File: src/rtl/sig_gen_pkg.sv
// Shared constants and helpers for the multi-channel signal generator:
// register addresses, reset values, LFSR seed/taps and the reset period formula.
package sig_gen_pkg;

    localparam logic [4:0]  ADDR_TONE_EN    = 5'h10;
    localparam logic [4:0]  ADDR_NOISE_VOL  = 5'h11;
    localparam logic [4:0]  ADDR_NOISE_CTRL = 5'h12;
    localparam logic [4:0]  ADDR_ENV_EN     = 5'h13;

    localparam logic [15:0] LFSR_SEED       = 16'hACE1;
    // Taps 16,14,13,11 of a right-shifting Fibonacci LFSR sit at bits 0,2,3,5
    localparam logic [15:0] LFSR_TAPS       = 16'h002D;

    localparam logic [3:0]  RST_VOLUME      = 4'd8;
    localparam logic [3:0]  RST_NOISE_VOL   = 4'd3;

    function automatic logic [11:0] reset_period(input int ch);
        return 12'(32'd200 + 32'd100 * ch);
    endfunction

    function automatic logic parity16(input logic [15:0] v);
        return ^v;
    endfunction

    function automatic logic [15:0] lfsr_next(input logic [15:0] s);
        return {parity16(s & LFSR_TAPS), s[15:1]};
    endfunction

endpackage

File: src/rtl/tone_channel.sv
// One square-wave tone channel: staged period writes (shadow/pending/active),
// half-period counter with glitch-free period switching, and a decaying volume level.
module tone_channel
    import sig_gen_pkg::*;
#(
    parameter int CH_IDX   = 0,
    parameter int PERIOD_W = 12
) (
    input  logic       clk,
    input  logic       rst_n,
    input  logic       wr_en,
    input  logic [1:0] wr_sel,
    input  logic [3:0] wr_data,
    input  logic       enable,
    input  logic       env_en,
    input  logic       env_pulse,
    output logic       wave,
    output logic [3:0] level
);

    localparam logic [11:0]         RST_FULL   = reset_period(CH_IDX);
    localparam logic [PERIOD_W-1:0] RST_PERIOD = RST_FULL[PERIOD_W-1:0];

    logic [11:0]         shadow_r;
    logic [11:0]         commit_s;
    logic [PERIOD_W-1:0] pending_r;
    logic [PERIOD_W-1:0] active_r;
    logic [PERIOD_W-1:0] counter_r;
    logic                pend_valid_r;
    logic                wave_r;
    logic [3:0]          vol_r;
    logic [3:0]          level_r;
    logic                wrap_s;
    logic                load_s;

    // Wrap detection and pending-period hand-over condition
    always_comb begin
        commit_s = {wr_data, shadow_r[7:0]};
        if (enable && (active_r != '0)) begin
            wrap_s = (counter_r >= (active_r - PERIOD_W'(1)));
        end else begin
            wrap_s = 1'b0;
        end
        load_s = pend_valid_r && (wrap_s || (active_r == '0));
    end

    // Period staging, half-period counter and wave; a write landing on a wrap
    // re-arms pending after the older pending value has been consumed
    always_ff @(posedge clk or negedge rst_n) begin
        if (!rst_n) begin
            shadow_r     <= RST_FULL;
            pending_r    <= RST_PERIOD;
            active_r     <= RST_PERIOD;
            counter_r    <= '0;
            pend_valid_r <= 1'b0;
            wave_r       <= 1'b0;
        end else begin
            if (load_s) begin
                active_r     <= pending_r;
                pend_valid_r <= 1'b0;
            end
            if (!enable) begin
                wave_r <= 1'b0;
            end else if (active_r == '0) begin
                wave_r    <= 1'b0;
                counter_r <= '0;
            end else if (wrap_s) begin
                wave_r    <= ~wave_r;
                counter_r <= '0;
            end else begin
                counter_r <= counter_r + PERIOD_W'(1);
            end
            if (wr_en) begin
                case (wr_sel)
                    2'd0: shadow_r[3:0] <= wr_data;
                    2'd1: shadow_r[7:4] <= wr_data;
                    2'd2: begin
                        shadow_r[11:8] <= wr_data;
                        pending_r      <= commit_s[PERIOD_W-1:0];
                        pend_valid_r   <= 1'b1;
                    end
                    default: ;
                endcase
            end
        end
    end

    // Volume register and envelope level
    always_ff @(posedge clk or negedge rst_n) begin
        if (!rst_n) begin
            vol_r   <= RST_VOLUME;
            level_r <= RST_VOLUME;
        end else if (wr_en && (wr_sel == 2'd3)) begin
            vol_r   <= wr_data;
            level_r <= wr_data;
        end else if (!env_en) begin
            level_r <= vol_r;
        end else if (env_pulse && (level_r != 4'd0)) begin
            level_r <= level_r - 4'd1;
        end
    end

    assign wave  = wave_r;
    assign level = level_r;

endmodule

File: src/rtl/multi_channel_signal_generator.sv
// N_CH tone channels plus an LFSR noise channel, mixed with saturation and
// played out through a free-running PWM.
module multi_channel_signal_generator
    import sig_gen_pkg::*;
#(
    parameter int N_CH      = 2,
    parameter int PERIOD_W  = 12,
    parameter int PWM_W     = 8,
    parameter int MIX_SHIFT = 2,
    parameter int ENV_DIV   = 4096
) (
    input  logic       clk,
    input  logic       rst_n,
    input  logic       write_strobe,
    input  logic [4:0] address,
    input  logic [3:0] data,
    output logic       signal_out,
    output logic [7:0] debug
);

    localparam int ENV_W = $clog2(ENV_DIV + 1);
    localparam int SUM_W = PWM_W + MIX_SHIFT + 8;
    localparam logic [SUM_W-1:0] MIX_MAX = SUM_W'((64'd1 << PWM_W) - 64'd1);

    logic [N_CH-1:0]  tone_en_r;
    logic [N_CH-1:0]  env_en_r;
    logic [3:0]       noise_vol_r;
    logic             noise_en_r;
    logic [2:0]       noise_rate_r;
    logic [ENV_W-1:0] env_cnt_r;
    logic             env_pulse_s;
    logic [6:0]       noise_cnt_r;
    logic             noise_step_s;
    logic [15:0]      lfsr_r;
    logic [N_CH-1:0]  wave_s;
    logic [3:0]       ch_level_s [N_CH];
    logic [SUM_W-1:0] sum_s;
    logic [SUM_W-1:0] shifted_s;
    logic [PWM_W-1:0] mix_next_s;
    logic [PWM_W-1:0] mix_r;
    logic [PWM_W-1:0] pwm_cnt_r;
    logic [PWM_W-1:0] duty_r;
    logic             signal_out_r;
    logic [7:0]       debug_s;
    logic [7:0]       debug_r;

    for (genvar i = 0; i < N_CH; i++) begin : gen_ch
        logic ch_wr_s;
        assign ch_wr_s = write_strobe && (address[4] == 1'b0) && (address[3:2] == 2'(i));
        tone_channel #(.CH_IDX(i), .PERIOD_W(PERIOD_W)) u_ch (
            .clk      (clk),
            .rst_n    (rst_n),
            .wr_en    (ch_wr_s),
            .wr_sel   (address[1:0]),
            .wr_data  (data),
            .enable   (tone_en_r[i]),
            .env_en   (env_en_r[i]),
            .env_pulse(env_pulse_s),
            .wave     (wave_s[i]),
            .level    (ch_level_s[i])
        );
    end

    // Global control registers
    always_ff @(posedge clk or negedge rst_n) begin
        if (!rst_n) begin
            tone_en_r    <= '1;
            env_en_r     <= '0;
            noise_vol_r  <= RST_NOISE_VOL;
            noise_en_r   <= 1'b1;
            noise_rate_r <= 3'd0;
        end else if (write_strobe) begin
            case (address)
                ADDR_TONE_EN:    tone_en_r <= data[N_CH-1:0];
                ADDR_NOISE_VOL:  noise_vol_r <= data;
                ADDR_NOISE_CTRL: begin
                    noise_en_r   <= data[3];
                    noise_rate_r <= data[2:0];
                end
                ADDR_ENV_EN:     env_en_r <= data[N_CH-1:0];
                default: ;
            endcase
        end
    end

    assign env_pulse_s  = (env_cnt_r == ENV_W'(ENV_DIV - 1));
    assign noise_step_s = noise_en_r && (noise_cnt_r >= {noise_rate_r, 4'hF});

    // Shared envelope prescaler
    always_ff @(posedge clk or negedge rst_n) begin
        if (!rst_n) begin
            env_cnt_r <= '0;
        end else if (env_pulse_s) begin
            env_cnt_r <= '0;
        end else begin
            env_cnt_r <= env_cnt_r + ENV_W'(1);
        end
    end

    // Noise step timer and LFSR; a zero state is repaired by reseeding
    always_ff @(posedge clk or negedge rst_n) begin
        if (!rst_n) begin
            noise_cnt_r <= 7'd0;
            lfsr_r      <= LFSR_SEED;
        end else begin
            if (noise_step_s) begin
                noise_cnt_r <= 7'd0;
            end else if (noise_en_r) begin
                noise_cnt_r <= noise_cnt_r + 7'd1;
            end
            if (lfsr_r == 16'h0000) begin
                lfsr_r <= LFSR_SEED;
            end else if (noise_step_s) begin
                lfsr_r <= lfsr_next(lfsr_r);
            end
        end
    end

    // Mixer sum, shift and saturation
    always_comb begin
        sum_s = '0;
        for (int i = 0; i < N_CH; i++) begin
            if (tone_en_r[i] && wave_s[i]) begin
                sum_s = sum_s + SUM_W'(ch_level_s[i]);
            end else begin
                sum_s = sum_s;
            end
        end
        if (noise_en_r && lfsr_r[0]) begin
            sum_s = sum_s + SUM_W'(noise_vol_r);
        end else begin
            sum_s = sum_s;
        end
        shifted_s = sum_s << MIX_SHIFT;
        if (shifted_s > MIX_MAX) begin
            mix_next_s = '1;
        end else begin
            mix_next_s = shifted_s[PWM_W-1:0];
        end
        debug_s = 8'h00;
        debug_s[N_CH-1:0] = wave_s;
        debug_s[N_CH] = lfsr_r[0];
    end

    // Mix register, PWM counter with wrap-latched duty, and registered outputs
    always_ff @(posedge clk or negedge rst_n) begin
        if (!rst_n) begin
            mix_r        <= '0;
            pwm_cnt_r    <= '0;
            duty_r       <= '0;
            signal_out_r <= 1'b0;
            debug_r      <= 8'h00;
        end else begin
            mix_r        <= mix_next_s;
            pwm_cnt_r    <= pwm_cnt_r + PWM_W'(1);
            if (pwm_cnt_r == '1) begin
                duty_r <= mix_r;
            end
            signal_out_r <= (pwm_cnt_r < duty_r);
            debug_r      <= debug_s;
        end
    end

    assign signal_out = signal_out_r;
    assign debug      = debug_r;

endmodule

File: config.mk
export PLATFORM = sky130hd
export DESIGN_NAME = multi_channel_signal_generator
export DESIGN_NICKNAME = d
export VERILOG_FILES = /design/src/rtl/sig_gen_pkg.sv /design/src/rtl/tone_channel.sv /design/src/rtl/multi_channel_signal_generator.sv
export SDC_FILE = /design/constraint.sdc
export NUM_CORES = 1
export LEC_CHECK = 0
export ABC_CLOCK_PERIOD_IN_PS = 4100
export BUFFER_PORTS_ARGS = -buffer_cell sky130_fd_sc_hd__buf_4
export CELL_PAD_IN_SITES_DETAIL_PLACEMENT = 0
export CELL_PAD_IN_SITES_GLOBAL_PLACEMENT = 2
export CORE_MARGIN = 10
export CORE_UTILIZATION = 42
export DETAILED_ROUTE_END_ITERATION = 12
export GPL_TIMING_DRIVEN = 1
export HOLD_SLACK_MARGIN = 0.12
export PLACE_DENSITY_LB_ADDON = 0.3
export SLEW_MARGIN = 25
export SYNTH_ARGS = -nofsm -noshare
export SYNTH_HDL_FRONTEND = slang
export SYNTH_SLANG_ARGS = --single-unit
File: constraint.sdc
create_clock -name clk -period 4.1 [get_ports clk]
set_input_delay 0.615 -clock clk [delete_from_list [all_inputs] [get_ports clk]]
set_output_delay 0.615 -clock clk [all_outputs]
set_load 0.05 [all_outputs]
==> results.json <==
{
  "areaGrowthSynthToFinish_pct": 10.6,
  "drt_wl_total_um": 19300,
  "synth_xor_area_share_pct": 4.27,
  "cts_tree": "built",
  "clk_pin_slew_worst_paths_ns": 0.07,
  "period_needed_ns": 3.58,
  "mostFrequentLayoutCells": "dfrtp_1 (143), nand2_1 (94), mux2_2 (75)",
  "track_usage_pct": 14.1,
  "synth_area_um2": 9430,
  "critPathTopFamily": "simple AND/OR/NAND/NOR gates",
  "dieWidth_um": 170,
  "grt_pass1_vias": 6757,
  "fin_crit_sh_pct": 87.4,
  "syn_inst": 882,
  "routedWlPerCell_um": 16.2,
  "ctsHoldBuffers": 0,
  "setup_viol": 0,
  "fp.dieH_um": 170,
  "routed_via_density": 5.46,
  "cellPowerDensity_nw_per_um2": 561,
  "critPathCaptureType": "flop",
  "tns_ns": 0,
  "status": "complete, no violations",
  "grt_max_degree": 96,
  "p_leak_nw": 4.93,
  "fillerInstances": 1992,
  "dieArea_um2": 28800,
  "cp_slowest_stage_delay_ns": 0.58,
  "criticalPathCategory": "flop to flop",
  "hpwlAfterDp_um": 13500,
  "vias": 6484,
  "cap_violations": 0,
  "antenna_cells": 0,
  "synth_top_area_cell": "dfrtp_1",
  "path_common_cell": "nand2_1",
  "start_util_pct": 42.9,
  "cts_setup_buffers": 0,
  "cp.depth": 11,
  "async_flop_share_pct": 100,
  "worstPathArrival_ns": 3.90,
  "rows": 54,
  "skew_ns": 0.0102,
  "core-area_um2": 22000,
  "slew-limit-headroom_pct": 37.8,
  "grt_pass1_wl_um": 33600,
  "ctsResizeCount": 0,
  "instances_no_fill": 1188,
  "root_buffer": "clkbuf_16",
  "dr.pass1.iters": 4,
  "synth_cell_types": 55,
  "antenna_left": 0,
  "place_inst": 1156,
  "synth_edf_count": 0,
  "drv_slew": 0,
  "drt_iter0_markers": 346,
  "route.detailed.drc": 0,
  "cts_sinks": 180,
  "hold_viol_final": 0,
  "path_buf_inv": 0,
  "synth_warnings": 0,
  "overflow": 0,
  "antenna_found_initial": 0,
  "layout-drive-gt1-share_pct": 19.6,
  "path_cells": "or4_4, nor2_1, nand2_1, or4_1, xor2_1, ha_1, nand2_1, o21ai_0, nand3_1, o211ai_2, mux2_2",
  "cts_made_buffers": 17,
  "required_ns": 4.42,
  "clk-insertion-delay-late_ns": 0.43,
  "nNetsFinal": 961,
  "yosysSeqAreaShare_pct": 48.3,
  "ir_drop_mv": 0.293,
  "syn_avg_cell_area_um2": 10.7,
  "rsz0062_at_grt": "no",
  "synth_top_area_share_pct": 38.0,
  "io_buffers": 15,
  "synthSimpleGateAreaFrac_pct": 14.7,
  "synth_compound_area_share_pct": 9.60,
  "postPlaceCellArea_um2": 9820,
  "fmax_mhz": 279,
  "clock_path_buffers": 2,
  "layout_commonest_cell": "dfrtp_1",
  "synth-adder-area-share_pct": 7.33,
  "io_pins": 21,
  "crit_slowest_cell": "or4_4",
  "gp_congestion": 0.814,
  "synth_ff_type": "dfrtp_1",
  "ys_top_cells_by_area": "dfrtp_1 (38%), dfstp_2 (10%), mux2_2 (9.0%)",
  "synth_mux_area_share_pct": 12.1,
  "synth_top_family_by_area": "simple AND/OR/NAND/NOR gates",
  "tightest_slew_ns": 0.921,
  "finalInstanceArea_um2": 10400,
  "htreeDepth": 4,
  "start_kind": "flop",
  "hp-class": "input port to async pin",
  "ys_ff_latch": 180,
  "crit_fanout": 12,
  "reg2reg_depth": 11
}
## flip-flops by register name, summed over array words and instances, names as in the netlist, 3 cells and up
register / flops
gen_ch.u_ch.shadow_r: 16
gen_ch.u_ch.pending_r: 24
noise_cnt_r: 7
duty_r: 6
pwm_cnt_r: 8
mix_r: 6
gen_ch.u_ch.counter_r: 24
env_cnt_r: 13
gen_ch.u_ch.vol_r: 8
lfsr_r: 16
noise_vol_r: 4
debug: 3
gen_ch.u_ch.active_r: 24
gen_ch.u_ch.level: 8
noise_rate_r: 3
## path summary, 6_finish.rpt
kind,from,end,slack [ns]
min,rst_n,gen_ch[1].u_ch.counter_r[2],0.24
max reg2reg,gen_ch[0].u_ch.active_r[2],gen_ch[0].u_ch.active_r[0],0.52
min reg2reg,lfsr_r[0],debug[2],0.44
max,gen_ch[0].u_ch.active_r[2],gen_ch[0].u_ch.active_r[0],0.52
min in group clk,lfsr_r[0],debug[2],0.44
max in group asynchronous,rst_n,gen_ch[0].u_ch.active_r[6],2.89
## metrics by stage
step                hold WS (ns)  setup WS [ns]  total power [mW]  utilization (%)
finish                     0.239          0.518              5.85             47.5
global route               0.332          0.233              6.27             47.5
CTS                        0.287          0.315              5.90             47.5
detailed placement         0.430          0.352              4.17             44.7
global placement           0.430          0.537              4.12             44.7
floorplan                  0.319          0.821              3.71                -
## worst reg2reg max path, stage by stage (launching register included)
cell and delay (ns):
dfrtp_1 0.44, or4_4 0.58, nor2_1 0.14, nand2_1 0.10
or4_1 0.42, xor2_1 0.17, ha_1 0.29, nand2_1 0.05
o21ai_0 0.38, nand3_1 0.20, o211ai_2 0.29, mux2_2 0.41
## layer usage
layer	share of wire (%)	track usage, %	vias to the layer above
li1	-	-	3170
met1	49	18.1	3221
met5	0	0	-
met4	1.1	4.65	0
met2	48	23.5	78
met3	2.1	2.58	15
## cells in the mapped netlist (4+ instances only)
library cell / number
dfrtp_1: 143
nand2_1: 94
mux2_2: 75
ha_1: 52
inv_1: 51
nor2_1: 48
o21ai_0: 40
dfstp_2: 37
nand3_1: 31
xnor2_1: 30
a21oi_1: 22
clkbuf_1: 21
and3_1: 17
mux2i_1: 17
nand4_1: 17
nor3_1: 17
xor2_1: 16
a31oi_1: 13
o2111ai_1: 11
a22o_1: 9
nand2b_1: 9
a21o_1: 8
nor4_1: 8
and2_1: 7
o22ai_1: 7
o2bb2ai_1: 7
mux2_1: 6
or3_1: 6
and4_1: 5
buf_4: 5
nor2b_1: 5
o221ai_1: 5
or4_1: 5
a211oi_1: 4
mux2_4: 4
o21a_1: 4
## power breakdown
part	switching, mW	internal, mW
registers	0.284	2.11
logic	0.973	0.786
clock network	0.724	0.969
## kinds of logic after synthesis
family | after synthesis
compound gates | 138
simple gates | 278
flops | 180
buf+inv | 83
other cells | 1
fa+ha+maj | 54
mux | 102
xor+xnor | 46
## cell type report
| cell class | count | area (µm²) | area share, % |
|---|---|---|---|
| inverter | 51 | 191 | 1.84 |
| clock inverter | 14 | 174 | 1.67 |
| timing repair buffer | 22 | 181 | 1.74 |
| clock buffer | 18 | 429 | 4.12 |
| multi-input combinational | 623 | 4550 | 43.6 |
| tap | 280 | 350 | 3.36 |
| sequential | 180 | 4550 | 43.6 |
Note: power is estimated with default switching activity, not from simulation.
